## src/rtl/bcd_score_engine.sv

```systemverilog
// Multi-digit BCD score keeper: serial digit-per-cycle adder, best-score tracking and a
// registered display feed with leading-zero blanking and a lost message.
module bcd_score_engine #(
  parameter int unsigned          N_DIGITS   = 4,
  parameter int unsigned          AMT_DIGITS = 2,
  parameter int unsigned          SATURATE   = 1,
  parameter logic [3:0]           BLANK_CODE = 4'hF,
  parameter logic [4*N_DIGITS-1:0] MSG       = 16'hD1ED
) (
  input  logic                    clk,
  input  logic                    reset,
  input  logic                    inc_valid,
  output logic                    inc_ready,
  input  logic [4*AMT_DIGITS-1:0] inc_amt,
  input  logic                    clear_score,
  input  logic                    lost,
  input  logic                    show_best,
  output logic [4*N_DIGITS-1:0]   score_bcd,
  output logic [4*N_DIGITS-1:0]   best_bcd,
  output logic                    done,
  output logic                    overflow,
  output logic [4*N_DIGITS-1:0]   disp_digits
);

  localparam int unsigned W  = 4 * N_DIGITS;
  localparam int unsigned IW = $clog2(N_DIGITS + 1);

  localparam logic [1:0] StIdle = 2'd0;
  localparam logic [1:0] StAdd  = 2'd1;
  localparam logic [1:0] StFin  = 2'd2;

  logic [1:0]    state_q;
  logic [IW-1:0] idx_q;
  logic          carry_q;
  logic [W-1:0]  shadow_q;
  logic [W-1:0]  amt_q;
  logic [W-1:0]  score_q;
  logic [W-1:0]  best_q;
  logic          done_q;
  logic          overflow_q;
  logic          lost_q;
  logic          cmp_pend_q;
  logic [W-1:0]  disp_q;

  logic          accept;
  logic [W-1:0]  amt_in;
  logic [4:0]    sum;
  logic [4:0]    sum_adj;
  logic          sum_hi;
  logic [3:0]    sum_digit;
  logic [W-1:0]  disp_src;
  logic [W-1:0]  disp_d;
  logic          blank;

  assign inc_ready   = (state_q == StIdle) && !lost;
  assign accept      = inc_valid && inc_ready && !clear_score;
  assign score_bcd   = score_q;
  assign best_bcd    = best_q;
  assign done        = done_q;
  assign overflow    = overflow_q;
  assign disp_digits = disp_q;

  // Non-BCD increment digits clamp to 9; digits beyond the increment width are zero.
  for (genvar g = 0; g < N_DIGITS; g++) begin : g_amt
    if (g < AMT_DIGITS) begin : g_used
      assign amt_in[4*g +: 4] = (inc_amt[4*g +: 4] > 4'd9) ? 4'd9 : inc_amt[4*g +: 4];
    end else begin : g_zero
      assign amt_in[4*g +: 4] = 4'd0;
    end
  end

  always_comb begin
    sum       = {1'b0, shadow_q[4*idx_q +: 4]} + {1'b0, amt_q[4*idx_q +: 4]} + {4'd0, carry_q};
    sum_adj   = sum - 5'd10;
    sum_hi    = (sum > 5'd9);
    sum_digit = sum_hi ? sum_adj[3:0] : sum[3:0];
  end

  always_comb begin
    disp_src = lost ? MSG : (show_best ? best_q : score_q);
    disp_d   = disp_src;
    blank    = !lost;
    for (int i = N_DIGITS - 1; i >= 1; i--) begin
      if (blank && (disp_src[4*i +: 4] == 4'd0)) begin
        disp_d[4*i +: 4] = BLANK_CODE;
      end else begin
        blank = 1'b0;
      end
    end
  end

  always_ff @(posedge clk) begin
    if (reset) begin
      state_q    <= StIdle;
      idx_q      <= '0;
      carry_q    <= 1'b0;
      shadow_q   <= '0;
      amt_q      <= '0;
      score_q    <= '0;
      best_q     <= '0;
      done_q     <= 1'b0;
      overflow_q <= 1'b0;
      lost_q     <= 1'b0;
      cmp_pend_q <= 1'b0;
      disp_q     <= {{(N_DIGITS-1){BLANK_CODE}}, 4'h0};
    end else begin
      lost_q <= lost;
      disp_q <= disp_d;
      done_q <= 1'b0;

      // Best-score compare waits for the FSM to be idle so an in-flight add commits first.
      if (lost && !lost_q) begin
        cmp_pend_q <= 1'b1;
      end else if (cmp_pend_q && (state_q == StIdle)) begin
        if (score_q > best_q) best_q <= score_q;
        cmp_pend_q <= 1'b0;
      end

      if (clear_score) begin
        score_q    <= '0;
        overflow_q <= 1'b0;
        state_q    <= StIdle;
        idx_q      <= '0;
        carry_q    <= 1'b0;
      end else begin
        case (state_q)
          StIdle: begin
            if (accept) begin
              amt_q    <= amt_in;
              shadow_q <= score_q;
              idx_q    <= '0;
              carry_q  <= 1'b0;
              state_q  <= StAdd;
            end
          end
          StAdd: begin
            shadow_q[4*idx_q +: 4] <= sum_digit;
            carry_q                <= sum_hi;
            if (idx_q == IW'(N_DIGITS - 1)) begin
              state_q <= StFin;
            end else begin
              idx_q <= idx_q + 1'b1;
            end
          end
          StFin: begin
            if (carry_q) overflow_q <= 1'b1;
            score_q <= (carry_q && (SATURATE != 0)) ? {N_DIGITS{4'h9}} : shadow_q;
            done_q  <= 1'b1;
            state_q <= StIdle;
          end
          default: state_q <= StIdle;
        endcase
      end
    end
  end

endmodule

```

## config.mk

```make
export PLATFORM = sky130hd
export DESIGN_NAME = bcd_score_engine
export DESIGN_NICKNAME = d
export VERILOG_FILES = /design/src/rtl/bcd_score_engine.sv
export SDC_FILE = /design/constraint.sdc
export NUM_CORES = 1
export LEC_CHECK = 0
export BUFFER_PORTS_ARGS = -buffer_cell sky130_fd_sc_hd__clkbuf_2
export CORE_ASPECT_RATIO = 1.5
export CORE_MARGIN = 1.5
export CORE_UTILIZATION = 55
export CTS_CLUSTER_SIZE = 24
export DETAILED_ROUTE_END_ITERATION = 10
export PLACE_DENSITY = 0.79
export SETUP_SLACK_MARGIN = 0.2
export SLEW_MARGIN = 5
export SYNTH_ARGS = -nofsm -noshare
export SYNTH_HDL_FRONTEND = slang
export SYNTH_SLANG_ARGS = --single-unit
```

## constraint.sdc

```tcl
create_clock -name clk -period 5.35 [get_ports clk]
set_input_delay 0 -clock clk [delete_from_list [all_inputs] [get_ports clk]]
set_output_delay 0 -clock clk [all_outputs]
set_load 0.05 [all_outputs]
```

* Word-level counts from Yosys, hierarchy flattened
Cells that the tools add are included.
** Operators by class
- Add/subtract/negate cells :: 5
- $lt $le $gt $ge :: 4
- Eq/ne operators :: 6
- Shift operators :: 4
- Multiplexer cells :: 22
- Bitwise logic cells :: 2
- Reduce and logical (&&, ||, !) cells :: 29
** Operators by type and width (number)
- $mux W16 :: 4
- $neg A5 Y34 :: 1
- $shift A4 B34 Y16 const A :: 1
- $shiftx A4 B34 Y16 :: 1
- $pmux W16 S2 :: 1
- $shiftx A16 B6 Y4 :: 2
- $bwmux W16 :: 1
- $gt A16 B16 Y1 :: 1
- $logic_not A4 Y1 :: 3
- $mux W4 :: 3
- $reduce_and A3 Y1 :: 4
- $reduce_or A2 Y1 :: 5
- $gt A4 B4 Y1 const B :: 2
- $logic_and A1 B1 Y1 :: 8
- $mux W1 :: 6
- $mux W3 :: 2
- $ne A2 B2 Y1 const B :: 3
- $pmux W3 S2 :: 1
- $reduce_and A2 Y1 :: 3
- $add A4 B4 Y5 :: 1
- $add A5 B1 Y5 :: 1
- $gt A5 B4 Y1 const B :: 1
- $mux W2 :: 2
- $pmux W2 S2 :: 1
- 10 further kinds :: 14
** Word-level totals
- Flip-flop bits (word level) :: 82
- Word-level logic and storage cells :: 88

* Logic depth before layout (Yosys ltp)
Gate-level depths: netlist of the first run.
- Depth after elaboration :: 9
- Depth in mapped cells :: 14
- Depth with buffers taken out :: 12

* Worst setup path after synthesis of the first run
No wires, ideal clock.
- Path type :: reg2reg
- Start :: reg idx_q[0]
- End :: reg shadow_q[14]
- Library setup time :: 0.079 ns
- Arrival :: 3.878 ns
- Path slack :: 1.392 ns
- Stages on the path, launching flop included :: 13
- Path buffers :: 2
- Cells stage by stage :: dfxtp_1 -> buf_2 -> mux4_2 -> and2_1 -> fa_1 -> fa_1 -> buf_2 -> inv_1 -> ha_1 -> nor2b_1 -> o41ai_4 -> mux2_4 -> a211oi_2
** On the way
- Longest elaborated chain between the ends :: 8
- Elaborated cells between the ends (all ways) :: 12
** Ends and longest elaborated chain
- start: declaration :: RTL line 33 : logic [IW-1:0] idx_q;
- start signal: assignment :: RTL line 142 : idx_q <= idx_q + 1'b1;
- $shiftx A16 B6 Y4 :: RTL line 73 : sum = {1'b0, shadow_q[4*idx_q +: 4]} + {1'b0, amt_q[4*idx_q +: 4]} + {4'd0, carry_q};
- $add A4 B4 Y5 :: RTL line 73
- $add A5 B1 Y5 :: RTL line 73
- $sub A4 B4 Y4 or $gt A5 B4 Y1 (tied branches) :: RTL line 74, 75
- $mux W4 :: RTL line 76 : sum_digit = sum_hi ? sum_adj[3:0] : sum[3:0];
- $shiftx A4 B34 Y16 :: RTL line 137 : shadow_q[4*idx_q +: 4] <= sum_digit;
- $bwmux W16 (*) :: RTL line 137
- $pmux W16 S2 (*) :: RTL line 126 : case (state_q)
- end signal: assignment :: RTL line 130 : shadow_q <= score_q;
- end signal: indexed assignment :: RTL line 137
- end: declaration :: RTL line 35 : logic [W-1:0] shadow_q;
Every way passes the cells marked *; elsewhere a longest branch is shown, timed or not.
A chain may end at the register's enable or synchronous reset.

* Worst setup path in the final report of the first run
- Start :: reg idx_q[1]
- End :: reg shadow_q[14]
The elaborated chain is that of the path after synthesis.

==> results of run 1 <==
[cell usage in the layout (no fill, tap or decap), types with 22 or more instances in the layout]
cell type,Yosys,layout
dfxtp_1,82,82
nor2_1,47,47
inv_1,25,25
mux2i_1,33,33
a21oi_1,36,36
ha_1,27,27
nand2_1,72,72
o21ai_0,22,22
nor3_1,29,29
clkbuf_2,0,64
[worst paths after layout]
check / slack (ns) / endpoint / start / depth (start not counted)
worst max-delay path: 1.38 / shadow_q[14] / idx_q[1] / 10
worst min-delay path: 0.08 / amt_q[7] / clear_score / 4
worst max register to register: 1.38 / shadow_q[14] / idx_q[1] / 10
worst min register to register: 0.45 / amt_q[2] / amt_q[2] / 2
[timing repair]
action / 4_1_cts / 5_1_grt
endpoints found under the hold margin: 8 / 0
gates resized for setup: 0 / 0
hold buffers: 11 / 0
[registers in the layout, summed over array words and instances, names as in the netlist, 2 cells and up]
name	flops
best_bcd	16
disp_digits	16
score_bcd	16
shadow_q	16
amt_q	8
idx_q	3
state_q	2
[cells by family after synthesis]
| family | Yosys count |
|---|---|
| AND/OR/NAND/NOR | 218 |
| AO/OA/AOI/OAI | 115 |
| flip-flops | 82 |
| buffers and inverters | 56 |
| multiplexers | 38 |
| adder cells (fa/ha/maj) | 29 |
| XOR/XNOR | 2 |
[cells in the mapped netlist (2+ instances only)]
cell,instances,area (µm²)
a21o_1,3,22.52
and2_1,5,31.28
o221ai_1,3,26.28
nor2_1,47,176.4
a21oi_2,6,52.55
a32oi_1,3,26.28
ha_1,27,337.8
a211oi_1,10,75.07
o21a_1,3,22.52
and3_1,2,12.51
nor4_1,6,37.54
buf_2,10,50.05
nand2b_1,3,18.77
nand3b_1,12,90.09
inv_1,25,93.84
a221oi_2,2,30.03
or2_2,2,12.51
mux2i_1,33,330.3
nand4_1,2,12.51
a31oi_1,5,31.28
a21oi_1,36,180.2
nand3_1,13,65.06
fa_1,2,40.04
nor2b_1,9,56.30
clkbuf_1,19,71.32
dfxtp_1,82,1642
o21ai_0,22,110.1
nor3_1,29,145.1
nand4b_1,2,17.52
nand2_1,72,270.3
mux4_2,4,90.09
[final cells by class]
| cell class | count | area share [%] |
|---|---|---|
| multi-input combinational | 402 | 51.58 |
| sequential | 82 | 30.66 |
| timing repair buffer | 78 | 8.460 |
| clock buffer | 11 | 4.534 |
| tap | 105 | 2.454 |
| inverter | 25 | 1.753 |
| clock inverter | 5 | 0.5609 |
[metrics by stage]
stage | area (µm²) | power, W | hold WS (ns)
floorplan | 4642 | 0.0007468 | 0.1360
global placement | 4971 | 0.0007769 | 0.2677
detailed placement | 4971 | 0.0007792 | 0.2798
CTS | 5354 | 0.001343 | 0.08303
global route | 5354 | 0.001384 | 0.1281
finish | 5354 | 0.001338 | 0.08115
[report_power, final]
group	switching (W)	internal, W
registers	0.0000103	0.000625
clock network	0.000240	0.000324
logic	0.0000909	0.0000471
total	0.000341	0.000997
[per-layer routing]
metal | GRT usage, % | vias to the layer above | routed length, µm
li1 | - | 2041 | -
met1 | 29.93 | 2013 | 4695
met2 | 52.93 | 180 | 6533
met4 | 19.17 | 0 | 719
met3 | 5.906 | 58 | 623
met5 | 0 | - | 0
[worst register-to-register path: stages, from the launching register on]
cell and delay (ns):
dfxtp_1 0.59, mux4_2 0.38, and2_1 0.19, fa_1 0.44, fa_1 0.70, inv_1 0.18, ha_1 0.23, nor2b_1 0.17
o41ai_4 0.43, mux2_4 0.38, a211oi_2 0.21
==> results.sh, run 1 <==
export IMPL_synth_compound_area_share_pct=17.76
export IMPL_cp_buffers_inverters=1
export IMPL_report_final_slew_viol_count=0
export IMPL_finalHoldViolations=0
export IMPL_postCtsSetupBuffers=0
export IMPL_synthDistinctLibCells=72
export IMPL_final_min_clock_period_ns=3.967
export IMPL_leakagePower_nw=2.065
export IMPL_wl_mm=12.57
export IMPL_seq_area_um2=1642
export IMPL_ys_async_sr_fraction_pct=0
export IMPL_start_util_pct=57.25
export IMPL_synth_xor_area_share_pct=0.5391
export IMPL_synth_edf_count=0
export IMPL_grt_max_degree=39
export IMPL_place_hpwl_mm=9.174
export IMPL_io_pins=65
export IMPL_cts_max_level=3
export IMPL_clock_skew_final_ns=0.004278
export IMPL_max_stage_delay_ns=0.70
export IMPL_hold_path_class="in2reg"
export IMPL_worstPathArrival_ns=4.22
export IMPL_worstPathRequired_ns=5.60
export IMPL_finalNonFillerCells=708
export IMPL_finalSetupViolCount=0
export IMPL_synth_adder_area_share_pct=8.140
export IMPL_drc_errors=0
export IMPL_syn_num_nets=583
export IMPL_clk_pin_slew_ns=0.06
export IMPL_grt_pass1_wl_mm=20.51
export IMPL_vias_per_cell=6.062
export IMPL_ys_ff_latch=82
export IMPL_grt_use_total_pct=29.06
export IMPL_grt_antenna_before_repair=0
export IMPL_grt_pass1_vias=4267
export IMPL_rsz0062_at_grt="no"
export IMPL_num_nets_final=641
export IMPL_syn_avg_cell_area_um2=8.596
export IMPL_synth_top_family_by_area="simple AND/OR/NAND/NOR gates"
export IMPL_portBuffers=64
export IMPL_antenna_left=0
export IMPL_synthCells=540
export IMPL_clk_latency_ns=0.33
export IMPL_gr_total_overflow=0
export IMPL_synth_mux_area_share_pct=9.380
export IMPL_rows=40
export IMPL_fillCellCount=719
export IMPL_start_kind="flip-flop"
export IMPL_utilization_pct=66.03
export IMPL_max_cap_violations=0
export IMPL_pre_cts_slack_ns=1.413
export IMPL_gp_congestion=0.9877
export IMPL_drtIter0Drc=296
export IMPL_drive_gt1_share_pct=19.40
export IMPL_worstSetupPathType="reg2reg"
export IMPL_timing_final_ws_setup_ns=1.383
export IMPL_synth_flop_cell="dfxtp_1"
export IMPL_vdd_drop_max_mv=0.1767
export IMPL_finalCritPeriodShare_pct=74.15
export IMPL_dp_cells=681
export IMPL_synth_seq_area_share_pct=35.36
export IMPL_multi_input_area_um2=2761
export IMPL_worst_pin_slew_ns=1.086
export IMPL_vias=4292
export IMPL_timing_fmax_ghz=0.2521
export IMPL_relSlewSlack_pct=27.42
export IMPL_critPathTopFamily="adder cells"
export IMPL_fp_dieW_um=78.01
export IMPL_cts_root_buf="clkbuf_16"
export IMPL_path_cells="mux4_2, and2_1, fa_1, fa_1, inv_1, ha_1, nor2b_1, o41ai_4, mux2_4, a211oi_2"
export IMPL_fin_tns_setup_ns=0
export IMPL_cts_buffers=9
export IMPL_yosys_warnings=0
export IMPL_area_delta_synth_final_pct=15.34
export IMPL_p_per_area_nw_per_um2=249.9
export IMPL_drtPass1Iterations=5
export IMPL_die_area_um2=9011
export IMPL_wl_per_cell_um=17.75
export IMPL_synth_simple_area_share_pct=23.67
export IMPL_cts_sinks=82
export IMPL_core_area_um2=8108
export IMPL_cpMostUsedCell="fa_1"
export IMPL_die_h_um=115.5
export IMPL_critPathCaptureType="flip-flop"
export IMPL_synth_area_um2=4642
export IMPL_worstPathMaxFanout=10
export IMPL_antenna_cells=0
export IMPL_tritoncts="built"
export IMPL_slowest_stage="fa_1"
export IMPL_cts_buffer_depth=2
export IMPL_status="completed"
Note: power is estimated with default switching activity, not from simulation.
==> inputs of run 2 (changes only) <==
--- a/config.mk
+++ b/config.mk
@@ -8,10 +8,10 @@
 export BUFFER_PORTS_ARGS = -buffer_cell sky130_fd_sc_hd__clkbuf_2
 export CORE_ASPECT_RATIO = 1.5
 export CORE_MARGIN = 1.5
-export CORE_UTILIZATION = 55
+export CORE_UTILIZATION = 52
 export CTS_CLUSTER_SIZE = 24
 export DETAILED_ROUTE_END_ITERATION = 10
-export PLACE_DENSITY = 0.79
+export PLACE_DENSITY = 0.78
 export SETUP_SLACK_MARGIN = 0.2
 export SLEW_MARGIN = 5
 export SYNTH_ARGS = -nofsm -noshare
==> constraint.sdc (replaced) <==
create_clock -name clk -period 3.33 [get_ports clk]
set_input_delay 0 -clock clk [delete_from_list [all_inputs] [get_ports clk]]
set_output_delay 0 -clock clk [all_outputs]
set_load 0.05 [all_outputs]
==> results.sh, run 2 (synthesized netlist as in run 1, its figures left out) <==
export IMPL_status="completed"
export IMPL_vias_per_cell=5.959
export IMPL_reg2regPathDepth=10
export IMPL_grt_use_total_pct=28.24
export IMPL_fin_tns_setup_ns=0
export IMPL_holdPathEnd="amt_q[3]"
export IMPL_drtPass1Iterations=4
export IMPL_cts_root_buf="clkbuf_16"
export IMPL_portBuffers=64
export IMPL_num_nets_final=651
export IMPL_r2r_start="idx_q[0]"
export IMPL_finalHoldViolations=0
export IMPL_leakagePower_nw=2.158
export IMPL_wl_mm=12.78
export IMPL_wl_per_cell_um=17.67
export IMPL_worstPathRequired_ns=3.59
export IMPL_path_cells="mux4_2, and2_4, fa_2, fa_2, inv_6, ha_4, nor2b_4, o41ai_4, mux2_4, a211oi_2"
export IMPL_grt_antenna_before_repair=0
export IMPL_p_per_area_nw_per_um2=411.0
export IMPL_gr_total_overflow=0
export IMPL_final_cell_mix="dfxtp_1, nand2_1, clkbuf_2, nor2_1"
export IMPL_fin_area_um2=5529
export IMPL_place_hpwl_mm=9.407
export IMPL_area_delta_synth_final_pct=19.11
export IMPL_tritoncts="built"
export IMPL_finalNonFillerCells=723
export IMPL_io_pins=65
export IMPL_whs_ns=0.07821
export IMPL_hold_path_class="in2reg"
export IMPL_r2r_end="shadow_q[14]"
export IMPL_finalSetupViolCount=0
export IMPL_critPathCaptureType="flip-flop"
export IMPL_timing_final_ws_setup_ns=0.08630
export IMPL_cpMostUsedCell="fa_2"
export IMPL_fp_dieW_um=80.15
export IMPL_clock_skew_final_ns=0.003636
export IMPL_cts_buffer_depth=2
export IMPL_grt_max_degree=35
export IMPL_worstSetupPathType="reg2reg"
export IMPL_core_area_um2=8723
export IMPL_start_kind="flip-flop"
export IMPL_clk_pin_slew_ns=0.06
export IMPL_finalCritPeriodShare_pct=97.41
export IMPL_vias=4308
export IMPL_grt_pass1_vias=4353
export IMPL_cts_buffers=9
export IMPL_vdd_drop_max_mv=0.2949
export IMPL_worst_pin_slew_ns=0.9922
export IMPL_drtIter0Drc=224
export IMPL_worstPathArrival_ns=3.50
export IMPL_gp_congestion=0.9828
export IMPL_dp_cells=696
export IMPL_worstPathMaxFanout=4
export IMPL_layout_commonest_cell="dfxtp_1"
export IMPL_max_cap_violations=0
export IMPL_rows=42
export IMPL_start_util_pct=53.21
export IMPL_grt_pass1_wl_mm=20.76
export IMPL_critPathTopFamily="adder cells"
export IMPL_slowest_stage="fa_2"
export IMPL_rsz0062_at_grt="yes"
export IMPL_antenna_left=0
export IMPL_report_final_slew_viol_count=0
export IMPL_max_stage_delay_ns=0.63
export IMPL_drive_gt1_share_pct=23.33
export IMPL_cp_buffers_inverters=1
export IMPL_antenna_cells=0
export IMPL_ff2ff_setup_slack_ns=0.09
export IMPL_final_min_clock_period_ns=3.244
export IMPL_pre_cts_slack_ns=0.07742
export IMPL_die_h_um=118.7
export IMPL_drc_errors=0
export IMPL_timing_fmax_ghz=0.3083
export IMPL_cts_sinks=82
export IMPL_dpl_instance_area_um2=5090
export IMPL_hold_start="clear_score"
export IMPL_clk_latency_ns=0.33
export IMPL_hold_depth=4
export IMPL_relSlewSlack_pct=33.78
export IMPL_cts_max_level=3
export IMPL_die_area_um2=9514
-- run 2: cell types whose count changed in the layout (fill, tap and decap cells not counted), moves of 2 or more --
cell,change
fa_2,+2
a21oi_1,-3
fa_1,-2
buf_4,+13
ha_1,-2
dlygate4sd3_1,-3
a21oi_2,+3
-- run 2: worst min-delay path: stages --
cell and delay, ns:
clkbuf_2 0.12, nor4_2 0.11, nand2_1 0.08, a21oi_1 0.05
-- run 2: metal layers --
layer | global-route usage, % | routed length (µm)
met4 | 19.50 | 828
met5 | 0 | 0
met2 | 49.32 | 6615
met3 | 5.097 | 468
met1 | 29.58 | 4866
-- run 2: worst max path at each step --
stage                         from  slack [ns]      endpoint  cells after the start
after detailed placement  idx_q[0]        0.08  shadow_q[14]                      9
after global routing      idx_q[0]        0.01  shadow_q[14]                     10
final                     idx_q[0]        0.09  shadow_q[14]                     10
after global placement    idx_q[0]        0.14  shadow_q[14]                     10
after CTS                 idx_q[0]        0.09  shadow_q[14]                     10
after floorplan           idx_q[0]       -0.05  shadow_q[14]                     12
-- run 2: what timing repair did --
item / in CTS / in global routing
endpoints found under the setup margin: 9 / 13
hold endpoints to repair: 8 / 0
resized for setup: 1 / 5
hold buffers: 8 / 0
buffers inserted: 2 / 1
pin swaps: 1 / 3
gates cloned: 0 / 0
-- run 2: area by class of cell --
type / instances / area, µm²
Fill cell: 748 / 3194
Multi-Input combinational cell: 402 / 2821
Timing Repair Buffer: 88 / 520.5
Clock inverter: 5 / 52.55
Sequential cell: 82 / 1645
Inverter: 25 / 98.84
Tap cell: 110 / 137.6
Clock buffer: 11 / 252.7
-- run 2: stage by stage --
| step | power [W] | util [%] |
|---|---|---|
| final | 0.002272 | 63.38 |
| after global routing | 0.002359 | 63.38 |
| after global placement | 0.001264 | 58.35 |
| after CTS | 0.002276 | 62.97 |
| after detailed placement | 0.001273 | 58.35 |
| after floorplan | 0.001210 | - |
-- run 2: power by group --
group | internal, W | switching, W
registers | 0.00100 | 0.0000162
logic | 0.0000963 | 0.000156
clock network | 0.000617 | 0.000383
total | 0.00172 | 0.000555
==> inputs of run 3 (changes only) <==
==> constraint.sdc (replaced) <==
create_clock -name clk -period 3.33 [get_ports clk]
set_input_delay 0.4995 -clock clk [delete_from_list [all_inputs] [get_ports clk]]
set_output_delay 0.4995 -clock clk [all_outputs]
set_load 0.05 [all_outputs]
==> results.sh, run 3 (synthesized netlist as in run 1, its figures left out) <==
export IMPL_grt_pass1_wl_mm=20.90
export IMPL_rows=42
export IMPL_antenna_left=0
export IMPL_fin_tns_setup_ns=0
export IMPL_gp_congestion=1.027
export IMPL_vias_per_cell=6.188
export IMPL_whs_ns=0.4276
export IMPL_clk_latency_ns=0.34
export IMPL_hold_path_class="in2reg"
export IMPL_wl_per_cell_um=17.92
export IMPL_worstPathArrival_ns=3.48
export IMPL_worstSetupPathType="reg2reg"
export IMPL_wl_mm=12.74
export IMPL_critPathCaptureType="flip-flop"
export IMPL_max_cap_violations=0
export IMPL_p_per_area_nw_per_um2=420.1
export IMPL_grt_pass1_vias=4312
export IMPL_leakagePower_nw=2.105
export IMPL_timing_fmax_ghz=0.3105
export IMPL_drtPass1Iterations=5
export IMPL_finalSetupViolCount=0
export IMPL_vias=4400
export IMPL_vdd_drop_max_mv=0.3422
export IMPL_cts_buffer_depth=2
export IMPL_core_area_um2=8723
export IMPL_die_h_um=118.7
export IMPL_place_hpwl_mm=9.346
export IMPL_cts_sinks=82
export IMPL_drc_errors=0
export IMPL_drive_gt1_share_pct=23.29
export IMPL_tritoncts="built"
export IMPL_final_cell_mix="dfxtp_1, nand2_1, clkbuf_2, nor2_1"
export IMPL_cts_root_buf="clkbuf_16"
export IMPL_portBuffers=64
export IMPL_drtIter0Drc=251
export IMPL_worstPathMaxFanout=4
export IMPL_grt_antenna_before_repair=0
export IMPL_layout_commonest_cell="dfxtp_1"
export IMPL_seq_area_um2=1645
export IMPL_worstPathRequired_ns=3.59
export IMPL_status="completed"
export IMPL_gr_total_overflow=0
export IMPL_io_pins=65
export IMPL_report_final_slew_viol_count=0
export IMPL_start_kind="flip-flop"
export IMPL_num_nets_final=639
export IMPL_final_min_clock_period_ns=3.221
export IMPL_fillCellCount=744
export IMPL_relSlewSlack_pct=26.98
export IMPL_clk_pin_slew_ns=0.06
export IMPL_antenna_cells=0
export IMPL_clock_skew_final_ns=0.005100
export IMPL_cts_max_level=3
export IMPL_cts_buffers=9
export IMPL_fp_dieW_um=80.15
export IMPL_worst_pin_slew_ns=1.093
export IMPL_rsz0062_at_grt="yes"
export IMPL_grt_use_total_pct=28.43
export IMPL_area_delta_synth_final_pct=17.12
export IMPL_multi_input_area_um2=2830
export IMPL_finalCritPeriodShare_pct=96.73
export IMPL_finalHoldViolations=0
export IMPL_die_area_um2=9514
export IMPL_start_util_pct=53.21
export IMPL_grt_max_degree=39
## run 3: repair_timing
action | CTS | global route
pin swaps | 2 | 1
buffers inserted | 2 | 1
cloned | 0 | 0
gates resized for setup | 5 | 5
hold buffers | 0 | 0
setup endpoints to repair | 12 | 13
## run 3: metrics by stage
step	total power [W]	setup slack, ns	utilization [%]	cell area [µm²]	instances
2_1_floorplan	0.001210	-0.05339	-	4696	540
6_report	0.002284	0.1090	62.32	5436	711
3_3_place_gp	0.001263	0.09159	58.00	5060	692
5_1_grt	0.002352	0.003582	62.32	5436	711
3_5_place_dp	0.001269	0.03301	58.00	5060	692
4_1_cts	0.002280	0.1337	61.93	5403	710
## run 3: final cells by class
type                       count  share of cell area (%)
timing repair buffer          76                   7.687
inverter                      25                   1.818
sequential                    82                   30.26
clock inverter                 4                  0.9206
multi-input combinational    402                   52.06
clock buffer                  12                   4.718
tap                          110                   2.532
## run 3: per-layer routing
layer  part of all wire [%]  vias to the layer above  GRT usage [%]
li1                       -                     2042              -
met1                     36                     2094          30.19
met2                     52                      199          49.42
met3                    4.9                       65          4.865
met4                    6.9                        0          19.50
met5                      0                        -              0
## run 3: power by group
| part | leakage [nW] | switching, W | internal (W) |
|---|---|---|---|
| logic | 1.29 | 0.000157 | 0.0000869 |
| registers | 0.667 | 0.0000173 | 0.00100 |
| clock network | 0.145 | 0.000399 | 0.000621 |
## run 3: critical path: stages, from the launching register on
cell,delay [ns]
dfxtp_4,0.35
mux4_2,0.53
and2_4,0.16
fa_2,0.35
fa_2,0.59
inv_6,0.04
ha_4,0.15
nor2b_4,0.13
o41ai_4,0.28
mux2_4,0.38
a211oi_2,0.17
## run 3: path summary, 6_finish.rpt
path | startpoint | endpoint | slack [ns] | cells past startpoint
setup / recovery | idx_q[0] | shadow_q[14] | 0.11 | 10
setup reg to reg | idx_q[0] | shadow_q[14] | 0.11 | 10
hold / removal | inc_amt[1] | amt_q[1] | 0.43 | 3
hold reg to reg | amt_q[5] | amt_q[5] | 0.45 | 2
